--- src/rtl/circular_fifo_rev2.sv ---
// Wrap-around single-clock FIFO with thresholds, sticky error flags and a registered read port.
// Define CIRCULAR_FIFO_FWFT_EN for a first-word fall-through (zero-latency) read port.
module circular_fifo_rev2 #(
    parameter int DATA_WIDTH    = 8,
    parameter int ADDR_WIDTH    = 2,
    parameter int RAM_DEPTH     = 1 << ADDR_WIDTH,
    parameter int AFULL_THRESH  = RAM_DEPTH - 1,
    parameter int AEMPTY_THRESH = 1
) (
    input  logic                  clk,
    input  logic                  reset_n,
    input  logic                  wr_cs,
    input  logic                  wr_en,
    input  logic [DATA_WIDTH-1:0] data_in,
    input  logic                  rd_cs,
    input  logic                  rd_en,
    input  logic                  clr_err,
    output logic [DATA_WIDTH-1:0] data_out,
    output logic                  data_valid,
    output logic                  full,
    output logic                  empty,
    output logic                  almost_full,
    output logic                  almost_empty,
    output logic                  overflow,
    output logic                  underflow,
    output logic [ADDR_WIDTH:0]   data_counter_out,
    output logic [ADDR_WIDTH-1:0] wr_pointer_out,
    output logic [ADDR_WIDTH-1:0] rd_pointer_out
);
    localparam logic [ADDR_WIDTH:0]   DEPTH_C = (ADDR_WIDTH + 1)'(RAM_DEPTH);
    localparam logic [ADDR_WIDTH:0]   CNT_ONE = 1;
    localparam logic [ADDR_WIDTH-1:0] PTR_ONE = 1;

    logic [DATA_WIDTH-1:0] mem_q [RAM_DEPTH];
    logic [ADDR_WIDTH-1:0] wr_ptr_q, wr_ptr_d, rd_ptr_q, rd_ptr_d;
    logic [ADDR_WIDTH:0]   count_q, count_d;
    logic                  ovf_q, ovf_d, udf_q, udf_d;
    logic                  wr_req, rd_req, wr_acc, rd_acc;

    assign full         = (count_q == DEPTH_C);
    assign empty        = (count_q == '0);
    assign almost_full  = (int'(count_q) >= AFULL_THRESH);
    assign almost_empty = (int'(count_q) <= AEMPTY_THRESH);

    assign wr_req = wr_cs & wr_en;
    assign rd_req = rd_cs & rd_en;
    assign rd_acc = rd_req & ~empty;
    // A read in the same cycle frees the slot a full FIFO would otherwise refuse.
    assign wr_acc = wr_req & (~full | rd_acc);

    always_comb begin
        wr_ptr_d = wr_ptr_q;
        rd_ptr_d = rd_ptr_q;
        count_d  = count_q;
        if (wr_acc) wr_ptr_d = wr_ptr_q + PTR_ONE;
        if (rd_acc) rd_ptr_d = rd_ptr_q + PTR_ONE;
        if (wr_acc && !rd_acc)      count_d = count_q + CNT_ONE;
        else if (rd_acc && !wr_acc) count_d = count_q - CNT_ONE;
        // Setting an error flag takes priority over clearing it.
        ovf_d = (ovf_q & ~clr_err) | (wr_req & ~wr_acc);
        udf_d = (udf_q & ~clr_err) | (rd_req & empty);
    end

    always_ff @(posedge clk or negedge reset_n) begin
        if (!reset_n) begin
            wr_ptr_q <= '0;
            rd_ptr_q <= '0;
            count_q  <= '0;
            ovf_q    <= 1'b0;
            udf_q    <= 1'b0;
        end else begin
            wr_ptr_q <= wr_ptr_d;
            rd_ptr_q <= rd_ptr_d;
            count_q  <= count_d;
            ovf_q    <= ovf_d;
            udf_q    <= udf_d;
        end
    end

    always_ff @(posedge clk) begin
        if (wr_acc) mem_q[wr_ptr_q] <= data_in;
    end

`ifdef CIRCULAR_FIFO_FWFT_EN
    assign data_out   = mem_q[rd_ptr_q];
    assign data_valid = ~empty;
`else
    logic [DATA_WIDTH-1:0] dout_q;
    logic                  dvld_q;

    always_ff @(posedge clk or negedge reset_n) begin
        if (!reset_n) begin
            dout_q <= '0;
            dvld_q <= 1'b0;
        end else begin
            dvld_q <= rd_acc;
            if (rd_acc) dout_q <= mem_q[rd_ptr_q];
        end
    end

    assign data_out   = dout_q;
    assign data_valid = dvld_q;
`endif

    assign overflow         = ovf_q;
    assign underflow        = udf_q;
    assign data_counter_out = count_q;
    assign wr_pointer_out   = wr_ptr_q;
    assign rd_pointer_out   = rd_ptr_q;
endmodule

--- config.mk ---
export PLATFORM = sky130hd
export DESIGN_NAME = circular_fifo_rev2
export DESIGN_NICKNAME = d
export VERILOG_FILES = /design/src/rtl/circular_fifo_rev2.sv
export SDC_FILE = /design/constraint.sdc
export NUM_CORES = 1
export LEC_CHECK = 0
export BUFFER_PORTS_ARGS = -buffer_cell sky130_fd_sc_hd__buf_2
export CAP_MARGIN = 15
export CORE_MARGIN = 2
export CORE_UTILIZATION = 49
export DETAILED_ROUTE_END_ITERATION = 16
export PLACE_DENSITY = 0.7
export SLEW_MARGIN = 20
export SYNTH_ARGS = -nofsm -noshare
export SYNTH_HDL_FRONTEND = slang
export SYNTH_SLANG_ARGS = --single-unit
--- constraint.sdc ---
create_clock -name clk -period 1.9 [get_ports clk]
set_input_delay 0.19 -clock clk [delete_from_list [all_inputs] [get_ports clk]]
set_output_delay 0.19 -clock clk [all_outputs]
set_load 0.05 [all_outputs]
**Word-level counts from Yosys, hierarchy flattened**

Memory sizes are Yosys's and may differ from the RTL's. A register that Yosys moved wholly into a read port is not among the register bits.
Index checks and enable logic that the tools add are counted.

- Word-level logic and storage cells: 40
- Memories kept: 1
- Memory bits (writable): 32
- Bits in registers: 10

Memory list:

| memory | words | width | read ports | clocked after memory_dff | wr ports | line | source |
|---|---|---|---|---|---|---|---|
| mem_q | 4 | 8 | 1 | 1 | 1 | 34 | `logic [DATA_WIDTH-1:0] mem_q [RAM_DEPTH];` |

- Add/subtract/negate cells: 4
- Bitwise operators: 15
- Equal/unequal tests: 1
- Multiplexer cells: 4
- Reductions and logical operators: 7
- Order comparisons: 2

Operator list:

| kind | count |
|---|---|
| bitwise AND 1 bit | 8 |
| two-way mux 3 bit | 2 |
| adder 2 x 1 -> 2 bit, second input constant | 2 |
| NOT 1 bit | 4 |
| adder 3 x 1 -> 3 bit, second input constant | 1 |
| == test 3 bit, second input constant | 1 |
| greater-or-equal comparator 3 x 2 -> 1 bit, second input constant | 1 |
| <= comparator 3 x 1 -> 1 bit, second input constant | 1 |
| logical NOT 1 bit | 3 |
| logical NOT 3 bit | 1 |
| OR 1 bit | 3 |
| subtractor 3 x 1 -> 3 bit, second input constant | 1 |
| logical AND 1 bit | 2 |
| two-way mux 1 bit | 2 |
| nonzero test 2 bit | 1 |

**Logic depth before layout (Yosys ltp)**

Gate-level depths: netlist of the first run.

- Depth after elaboration: 9
- Gate-level depth with buffers: 10

**Worst setup path after synthesis of the first run**

OpenSTA, ideal clock, no wires.

- Path type: reg-to-reg
- Start point: register count_q[0], in the netlist data_counter_out[0]
- End point: register count_q[2], in the netlist data_counter_out[2]
- Buffers on the path: 1
- Required time: 1817 ps
- Path slack: -653 ps
- Stages on the path, launching flop included: 11
- Arrival time: 2471 ps
- Clock period less this slack: 2553 ps
- Cell sequence: dfrtp_1 inv_1 ha_1 nor2b_2 nor2_2 buf_6 inv_1 ha_1 nor3b_1 a21oi_1 o21ai_0

- Longest elaborated chain between the ends: 8
- Elaborated cells on any way between the ends: 16

Ends and longest elaborated chain:

| element | line | source |
|---|---|---|
| start: declaration | 36 | `logic [ADDR_WIDTH:0] count_q, count_d;` |
| start signal: assignment | 74 | `count_q <= count_d;` |
| logical NOT 3 bit * | 41 | `assign empty = (count_q == '0);` |
| via empty | 21 | `output logic empty,` |
| NOT 1 bit * | 47 | `assign rd_acc = rd_req & ~empty;` |
| bitwise AND 1 bit * | 47 |  |
| via rd_acc | 38 | `logic wr_req, rd_req, wr_acc, rd_acc;` |
| OR 1 bit | 49 | `assign wr_acc = wr_req & (~full \| rd_acc);` |
| bitwise AND 1 bit | 49 |  |
| logical NOT 1 bit | 58 | `else if (rd_acc && !wr_acc) count_d = count_q - CNT_ONE;` |
| logical AND 1 bit | 58 |  |
| nonzero test 2 bit (no source line) | -- |  |

The timed path passes the listed nets; every way through them passes the cells marked *. The select of a mux whose other input is x is not followed.
A chain may end at the register's enable or synchronous reset.

**Final worst setup path of the first run**

- Start point: register count_q[0], in the netlist data_counter_out[0]
- End point: memory mem_q[3][6] (enable)

- Longest elaborated chain between the ends: 7
- Elaborated cells on any way between the ends: 9

Ends and longest elaborated chain:

| element | line | source |
|---|---|---|
| logical NOT 3 bit | 41 |  |
| NOT 1 bit | 47 |  |
| bitwise AND 1 bit | 47 |  |
| OR 1 bit * | 49 |  |
| bitwise AND 1 bit * | 49 |  |
| via wr_acc | 38 |  |
| two-way mux 1 bit * | 81 | `if (wr_acc) mem_q[wr_ptr_q] <= data_in;` |
| two-way mux 1 bit (not written as such) * | 81 |  |
| end: declaration | 34 |  |

The timed path passes the listed nets; every way through them passes the cells marked *.

==> results of run 1 <==
## routing by layer
| layer | GRT usage | vias to the layer above | wire, um | share of wire |
|---|---|---|---|---|
| met2 | 0.2682 | 31 | 1844 | 0.52 |
| met1 | 0.1796 | 592 | 1446 | 0.41 |
| met3 | 0.04651 | 7 | 175 | 0.050 |
| li1 | - | 524 | - | - |
| met4 | 0.06536 | 0 | 63 | 0.018 |
| met5 | 0 | - | 0 | 0 |
## how the worst min path moves through the flow
stage	from	to	depth (start not counted)
floorplan	reset_n	data_counter_out[0]	0
global placement	reset_n	data_out[2]	1
CTS	data_in[1]	mem_q[3][1]	1
global route	data_in[7]	mem_q[0][7]	1
detailed placement	reset_n	data_out[2]	1
finish	data_in[1]	mem_q[0][1]	1
## Yosys cell counts
master,number,area share
and2_2,1,0.0036
o2bb2ai_1,1,0.0042
o21ai_0,3,0.0071
a21oi_1,3,0.0071
nor2_2,1,0.0030
edfxtp_1,32,0.46
and2_1,4,0.012
nand2_1,4,0.0071
mux4_2,8,0.086
dfrtp_1,18,0.21
a21oi_4,1,0.0077
mux2_4,8,0.057
buf_6,2,0.011
nor2_1,2,0.0036
a32o_1,1,0.0048
inv_1,8,0.014
nor2b_2,1,0.0042
nor3b_1,3,0.011
xor2_1,3,0.012
clkbuf_1,1,0.0018
ha_1,10,0.059
mux2_2,1,0.0053
xnor2_1,2,0.0083
## area by class of cell
| class | instances | share of cell area |
|---|---|---|
| multi-input cells | 57 | 0.2656 |
| clock inverters | 3 | 0.01879 |
| inverters | 8 | 0.01187 |
| well taps | 50 | 0.02473 |
| repair buffers | 43 | 0.09298 |
| clock buffers | 5 | 0.02720 |
| flip-flops and latches | 50 | 0.5589 |
## power by group
group | leakage [uW] | total, uW | switching, uW | internal [uW]
sequential | 0.000504 | 1580 | 166 | 1410
clock | 0.0000587 | 739 | 341 | 399
combinational | 0.000489 | 2010 | 1310 | 702
## repair_timing
item	CTS	global route
pin swaps	1	4
setup endpoints to repair	1	1
endpoints found under the hold margin	18	0
hold buffers	1	0
setup buffers	0	3
gates resized for setup	0	1
## state kept, by name, indices dropped and copies added, names as in the netlist
register          cells
underflow             1
wr_pointer_out        2
data_out              8
data_counter_out      3
overflow              1
rd_pointer_out        2
data_valid            1
mem_q                32
## worst register-to-register path, delay by kind of cell (launching register included)
family          cells  cell delay, ns
fa+ha+maj           1            0.21
buf+inv             2            0.23
simple gates        2            0.48
flops               1            0.42
compound gates      1            0.19
## kinds of logic after synthesis
| group | after synthesis |
|---|---|
| flops | 50 |
| mux | 17 |
| simple gates | 16 |
| buf+inv | 11 |
| fa+ha+maj | 10 |
| compound gates | 9 |
| xor+xnor | 5 |
## metrics by stage
| step | worst slack (ns) | total power [uW] | hold WS [ns] | std cells |
|---|---|---|---|---|
| final | 0.07336 | 4331 | 0.1058 | 216 |
| after CTS | 0.005241 | 4353 | 0.09371 | 213 |
| after floorplan | -0.1548 | 3159 | -0.1056 | 118 |
| after global routing | 0.0004183 | 4548 | 0.1024 | 216 |
| after global placement | 0.1416 | 3550 | 0.1478 | 204 |
| after detailed placement | 0.05459 | 3601 | 0.1683 | 204 |
==> flow_metrics.tcl, run 1 <==
set metrics [dict create \
    place_area_sq_um 2380 \
    final-seq-area_sq_um 1414 \
    drt_first_pass_iters 3 \
    p_leak_uw 0.001052 \
    ioPinCount 37 \
    grt_pass1_vias 1139 \
    nNetsFinal 190 \
    fin_skew_ns 0.002810 \
    netlist_area_sq_um 2106 \
    antenna_found_initial 0 \
    setup_viol 0 \
    wire_per_inst_um 16.34 \
    ys.warnings.count 0 \
    htreeDepth 2 \
    slowest_delay_ns 0.42 \
    critPathKind "flop to flop" \
    area_delta_synth_final_pct 20.14 \
    grt_max_degree 19 \
    fmax_ghz 0.5475 \
    die_h_um 69.56 \
    worst_path_max_delay_cell "dfrtp_2" \
    yosys.area_share.simple 0.04397 \
    yosysSeqAreaShare 0.6702 \
    numCtsBuffers 5 \
    worstReg2RegEnd "mem_q[3][6]" \
    synthCells 118 \
    grtUsageTotal 0.1553 \
    path_buf_inv 2 \
    worstSetupStartpointType "flop" \
    crit_family "simple AND/OR/NAND/NOR gates" \
    remaining_drc_errors 0 \
    reg2reg_depth 6 \
    rows 23 \
    cp_cell_sequence "inv_2 -> ha_1 -> and2_2 -> a21oi_4 -> buf_4 -> and2_2" \
    min_path_type "input pin to flop" \
    fin_tns_setup_ns 0 \
    slew_viol_final 0 \
    synthAdderAreaFrac 0.05942 \
    antenna_left 0 \
    drtIter0Drc 41 \
    reg2reg_from "data_counter_out[0]" \
    final_cell_mix "36 x buf_2, 32 x edfxtp_1, 16 x dfrtp_1" \
    crit_path_end_kind "flop" \
    syn_nets 143 \
    clock_latency_ns 0.30 \
    vias 1154 \
    portBuffers 36 \
    fp.dieW_um 69.56 \
    core_area_sq_um 4058 \
    crit_arrival_ns 1.82 \
    finalCriticalPeriod_ns 1.827 \
    path_common_cell "and2_2" \
    multi_input_area_sq_um 671.9 \
    grt_pass1_wl_um 5609 \
    diodes 0 \
    clock-sinks 50 \
    drt_wl_total_um 3529 \
    synth-compound-area-share 0.03090 \
    cp-startpoint "data_counter_out[0]" \
    yosysUniqueCellTypes 23 \
    cp.depth 6 \
    cp-endpoint "mem_q[3][6]" \
    start_util 0.5190 \
    worstMarginPinSlew_ns 0.4516 \
    synthMuxAreaShare 0.1480 \
    vdd_drop_max_uv 755.0 \
    post_drt_via_cell_ratio 5.343 \
    clk_pin_slew_ns 0.09 \
    grt_overflow 0 \
    drive_gt1_frac 0.4940 \
    postLayoutCoreUtil 0.6235 \
    final_common_cell "buf_2" \
    root_buffer "clkbuf_8" \
    tritoncts "built" \
    path_max_fanout 8 \
    ys_ff_latch 50 \
    slew_headroom 0.6989 \
    ff2ff_setup_slack_ns 0.07 \
    power.density_nw_per_um2 1712 \
    fin_area_sq_um 2530 \
    avgSynthCellArea_sq_um 17.85 \
    fillers 301 \
    finalHoldViolations 0 \
    synth_top_family_by_area "multiplexers" \
    maxCapViolations 0 \
    crit_required_ns 1.89 \
    rsz0062_at_grt "false" \
    finalWeightedCongestion 0.7025 \
    cts_buffer_depth 2 \
    place_hpwl_um 2492 \
    period_share 0.9614 \
    outcome "completed" \
    fp.dieArea_sq_um 4838 \
    synth_xor_area_frac 0.02080 \
]
No activity file was read; power rests on OpenSTA's default activity.
==> run 2: changes to the inputs <==
--- a/config.mk
+++ b/config.mk
@@ -7,6 +7,7 @@
 export LEC_CHECK = 0
 export BUFFER_PORTS_ARGS = -buffer_cell sky130_fd_sc_hd__buf_2
 export CAP_MARGIN = 15
+export CORE_ASPECT_RATIO = 0.9
 export CORE_MARGIN = 2
 export CORE_UTILIZATION = 49
 export DETAILED_ROUTE_END_ITERATION = 16
==> run 2 against run 1 <==
Critical endpoint is now data_counter_out[2]. Flip-flop and latch count is the same. Fmax rose by 3.0%. Highest routed layer unchanged. Clock skew increased by 0.0026 ns. Sequential share of layout area up 0.61 points. Core utilization down 1.3 points. Hold slack got worse by 0.0015 ns. Critical path depth is 2 higher. Setup slack better by 0.053 ns.
==> flow_metrics.tcl, run 2 (same netlist as run 1, synthesis figures left out) <==
set metrics [dict create \
    power.density_nw_per_um2 1669 \
    place_area_sq_um 2377 \
    period_share 0.9334 \
    area_delta_synth_final_pct 18.84 \
    die_h_um 66.19 \
    start_util 0.5134 \
    fmax_ghz 0.5639 \
    regMostFlops "mem_q" \
    final_common_cell "buf_2" \
    holdCritStartpoint "data_in[3]" \
    finalWeightedCongestion 0.8746 \
    fin_area_sq_um 2502 \
    p_leak_uw 0.001039 \
    clock-sinks 50 \
    rows 22 \
    grt_pass1_wl_um 5595 \
    htreeDepth 2 \
    finalHoldViolations 0 \
    nNetsFinal 191 \
    outcome "completed" \
    slew_headroom 0.7025 \
    drive_gt1_frac 0.4850 \
    maxCapViolations 0 \
    postLayoutCoreUtil 0.6101 \
    vias 1099 \
    portBuffers 36 \
    power.total_uw 4177 \
    grt_overflow 0 \
    path_max_fanout 6 \
    cts_buffer_depth 2 \
    pre_cts_slack_ns 0.06671 \
    grt_max_degree 19 \
    grt_pass1_vias 1158 \
    final_cell_mix "36 x buf_2, 32 x edfxtp_1, 16 x dfrtp_1" \
    clk_pin_slew_ns 0.09 \
    worstMarginPinSlew_ns 0.4463 \
    ctsResizeCount 0 \
    rsz0062_at_grt "false" \
    fillers 315 \
    worstSetupStartpointType "flop" \
    antenna_found_initial 0 \
    antenna_left 0 \
    fp.dieW_um 73.10 \
    reg2reg_from "data_counter_out[0]" \
    crit_required_ns 2.13 \
    finalCriticalPeriod_ns 1.773 \
    crit_path_end_kind "flop" \
    ioPinCount 37 \
    crit_arrival_ns 2.00 \
    fin_skew_ns 0.005392 \
    numCtsBuffers 5 \
    drt_wl_total_um 3462 \
    post_drt_via_cell_ratio 5.112 \
    drtIter0Drc 70 \
    fp.dieArea_sq_um 4838 \
    remaining_drc_errors 0 \
    wire_per_inst_um 16.10 \
    diodes 0 \
    place_hpwl_um 2447 \
    core_area_sq_um 4101 \
    root_buffer "clkbuf_8" \
    drt_first_pass_iters 4 \
    layout_setup_ws_ns 0.1265 \
    clock_latency_ns 0.30 \
    tritoncts "built" \
    cp-startpoint "data_counter_out[0]" \
    grtUsageTotal 0.1632 \
    setup_viol 0 \
    min_path_type "input pin to flop" \
    largest_reg_flops 32 \
    critPathKind "flop to flop" \
    vdd_drop_max_uv 812.8 \
    slew_viol_final 0 \
]
[run 2: per-layer routing]
layer,track usage,vias up,wire length (um)
met3,0.05640,2,181
met2,0.2579,41,1681
met5,0,-,0
met1,0.2103,527,1577
met4,0.05556,0,22
li1,-,529,-
[run 2: where the power goes]
part / leakage [uW] / internal [uW] / total, uW / switching [uW]
clock: 0.0000432 / 253 / 591 / 338
combinational: 0.000492 / 710 / 2000 / 1290
sequential: 0.000504 / 1410 / 1590 / 172
total: 0.00104 / 2380 / 4180 / 1800
[run 2: area by class of cell]
| class | instances | area, sq um | area share |
|---|---|---|---|
| Sequential cell | 50 | 1414 | 0.5650 |
| Multi-Input combinational cell | 57 | 670.6 | 0.2680 |
| Timing Repair Buffer | 44 | 242.7 | 0.09700 |
| Clock buffer | 5 | 68.82 | 0.02750 |
| Tap cell | 48 | 60.06 | 0.02400 |
| Inverter | 8 | 30.03 | 0.01200 |
| Clock inverter | 3 | 16.27 | 0.006500 |
[run 2: path summary, 6_finish.rpt]
path                                       end  slack [ns]  cells past startpoint
hold reg to reg                       overflow        0.51                      1
min in group asynchronous          data_out[0]        0.36                      2
max in group asynchronous  data_counter_out[1]        1.23                      2
hold / removal                     mem_q[3][3]        0.10                      1
setup / recovery           data_counter_out[2]        0.13                      8
setup reg to reg           data_counter_out[2]        0.13                      8
[run 2: through the flow]
stage | hold WS [ns] | setup TNS, ns | instances
6_report | 0.1043 | 0 | 215
5_1_grt | 0.09012 | 0 | 215
4_1_cts | 0.09102 | 0 | 211
3_5_place_dp | 0.1523 | 0 | 202
3_3_place_gp | 0.1427 | 0 | 202
2_1_floorplan | -0.1056 | -2.073 | 118
[run 2: critical path, stage by stage (launching register included)]
cell and delay [ns]:
dfrtp_2 0.42, inv_2 0.07, ha_1 0.20, and2_2 0.20
a21oi_4 0.22, ha_4 0.26, nor3b_2 0.15, a21oi_1 0.06
o21ai_1 0.13
[run 2: timing repair]
action / CTS / global route
buffers inserted: 0 / 4
hold endpoints to repair: 18 / 0
endpoints found under the setup margin: 0 / 25
hold buffers: 1 / 0
==> run 3: changes to the inputs <==
--- a/config.mk
+++ b/config.mk
@@ -9,9 +9,10 @@
 export CAP_MARGIN = 15
 export CORE_ASPECT_RATIO = 0.9
 export CORE_MARGIN = 2
-export CORE_UTILIZATION = 49
+export CORE_UTILIZATION = 52
+export CTS_BUF_LIST = sky130_fd_sc_hd__clkbuf_8
 export DETAILED_ROUTE_END_ITERATION = 16
-export PLACE_DENSITY = 0.7
+export PLACE_DENSITY = 0.74
 export SLEW_MARGIN = 20
 export SYNTH_ARGS = -nofsm -noshare
 export SYNTH_HDL_FRONTEND = slang
==> run 3 against run 2 <==
Final cell count fell by 1.9%. First-iteration DRC count grew 2.9%. Wire length down 0.55%. Sequential share of layout area rose by 0.37 points. Via count rose by 0.91%. Clock power decreased by 4.9%. Die area decreased by 5.4%. Fmax down 1.5%. Power decreased by 0.18%. Cell area decreased by 0.65%. Count of clock-buffer cells in the layout is the same. Critical endpoint unchanged. Largest cell class unchanged.
==> flow_metrics.tcl, run 3 (same netlist as run 1, synthesis figures left out) <==
set metrics [dict create \
    grtUsageTotal 0.1672 \
    whs_ns 0.1099 \
    final_common_cell "buf_2" \
    finalCriticalPeriod_ns 1.800 \
    final-seq-area_sq_um 1414 \
    post_drt_via_cell_ratio 5.256 \
    worstSetupStartpointType "flop" \
    antenna_found_initial 0 \
    numCtsBuffers 5 \
    rsz0062_at_grt "false" \
    fin_skew_ns 0.006295 \
    rows 21 \
    portBuffers 36 \
    slew_viol_final 0 \
    clk_pin_slew_ns 0.08 \
    setup_viol 0 \
    p_leak_uw 0.001039 \
    drive_gt1_frac 0.4788 \
    power.density_nw_per_um2 1677 \
    fp.dieArea_sq_um 4575 \
    finalHoldViolations 0 \
    fillers 259 \
    period_share 0.9475 \
    largest_reg_flops 32 \
    grt_pass1_vias 1154 \
    antenna_left 0 \
    worstHoldPathCells 1 \
    ioPinCount 37 \
    crit_required_ns 2.12 \
    root_buffer "clkbuf_8" \
    min_path_type "input pin to flop" \
    fp.dieW_um 71.08 \
    fin_tns_setup_ns 0 \
    critPathKind "flop to flop" \
    path_max_fanout 7 \
    met2_usage 0.2780 \
    hold-path-endpoint "mem_q[2][2]" \
    drtIter0Drc 72 \
    holdCritStartpoint "data_in[2]" \
    finalWeightedCongestion 0.8603 \
    core_area_sq_um 3810 \
    postLayoutCoreUtil 0.6525 \
    die_h_um 64.37 \
    htreeDepth 2 \
    cts_buffer_depth 2 \
    layout_setup_ws_ns 0.09969 \
    clock-sinks 50 \
    area_delta_synth_final_pct 18.06 \
    fmax_ghz 0.5555 \
    top_usage_layer "met2" \
    clock_latency_ns 0.29 \
    vdd_drop_max_uv 776.1 \
    regMostFlops "mem_q" \
    outcome "completed" \
    worstMarginPinSlew_ns 0.4514 \
    place_hpwl_um 2415 \
    start_util 0.5527 \
    grt.met1_usage 0.2153 \
    wire_per_inst_um 16.32 \
    maxCapViolations 0 \
    grt_overflow 0 \
    remaining_drc_errors 0 \
    slew_headroom 0.6991 \
    use_met3 0.04259 \
    tritoncts "built" \
    diodes 0 \
    crit_arrival_ns 2.02 \
    reg2reg_depth 8 \
    grt_max_degree 19 \
    drt_first_pass_iters 4 \
    final_cell_mix "36 x buf_2, 32 x edfxtp_1, 16 x dfrtp_1" \
    reg2reg_from "data_counter_out[0]" \
    grt_pass1_wl_um 5595 \
    crit_path_end_kind "flop" \
    vias 1109 \
    worstReg2RegEnd "data_counter_out[2]" \
    ff2ff_setup_slack_ns 0.1 \
    drt_wl_total_um 3443 \
    pre_cts_slack_ns 0.007667 \
    nNetsFinal 189 \
    multi_input_area_sq_um 676.9 \
]
-- run 3: per-layer routing --
metal  up-vias  part of all wire
li1        526                 -
met1       548              0.44
met2        31              0.50
met3         4             0.049
met4         0            0.0099
met5         -                 0
-- run 3: report_power, final --
group / switching (uW) / leakage [uW] / internal [uW]
sequential: 169 / 0.000504 / 1420
combinational: 1310 / 0.000483 / 716
clock: 316 / 0.0000519 / 246
-- run 3: area by class of cell --
class | instances | area share
sequential | 50 | 0.5687
tap | 46 | 0.02315
inverter | 8 | 0.01208
multi-input combinational | 57 | 0.2723
clock inverter | 3 | 0.004529
clock buffer | 5 | 0.02768
timing repair buffer | 42 | 0.09160
-- run 3: what timing repair did --
action	4_1_cts	5_1_grt
endpoints found under the hold margin	18	0
gates resized for setup	0	2
buffers inserted	0	2
pin swaps	1	3
setup endpoints to repair	1	1
hold buffers	1	0
-- run 3: stage by stage --
stage	total power (uW)	cells	area, sq um
after CTS	4166	209	2465
after floorplan	3159	118	2141
after global routing	4392	211	2486
after global placement	3555	200	2375
after detailed placement	3600	200	2375
final	4169	211	2486
-- run 3: how the worst max path moves through the flow --
stage,slack (ns),from,end
after floorplan,-0.15,data_counter_out[0],data_counter_out[2]
after global placement,0.14,data_counter_out[0],data_counter_out[2]
after detailed placement,0.008,data_counter_out[0],data_counter_out[2]
after CTS,0.02,data_counter_out[0],data_counter_out[2]
after global routing,0.01,data_counter_out[0],data_counter_out[2]
final,0.1,data_counter_out[0],data_counter_out[2]
-- run 3: critical path: stages (launching register included) --
cell     delay (ns)
dfrtp_2        0.42
inv_2          0.07
ha_1           0.21
and2_4         0.15
a21oi_4        0.26
ha_4           0.27
nor3b_2        0.15
a21oi_1        0.07
o21ai_1        0.14
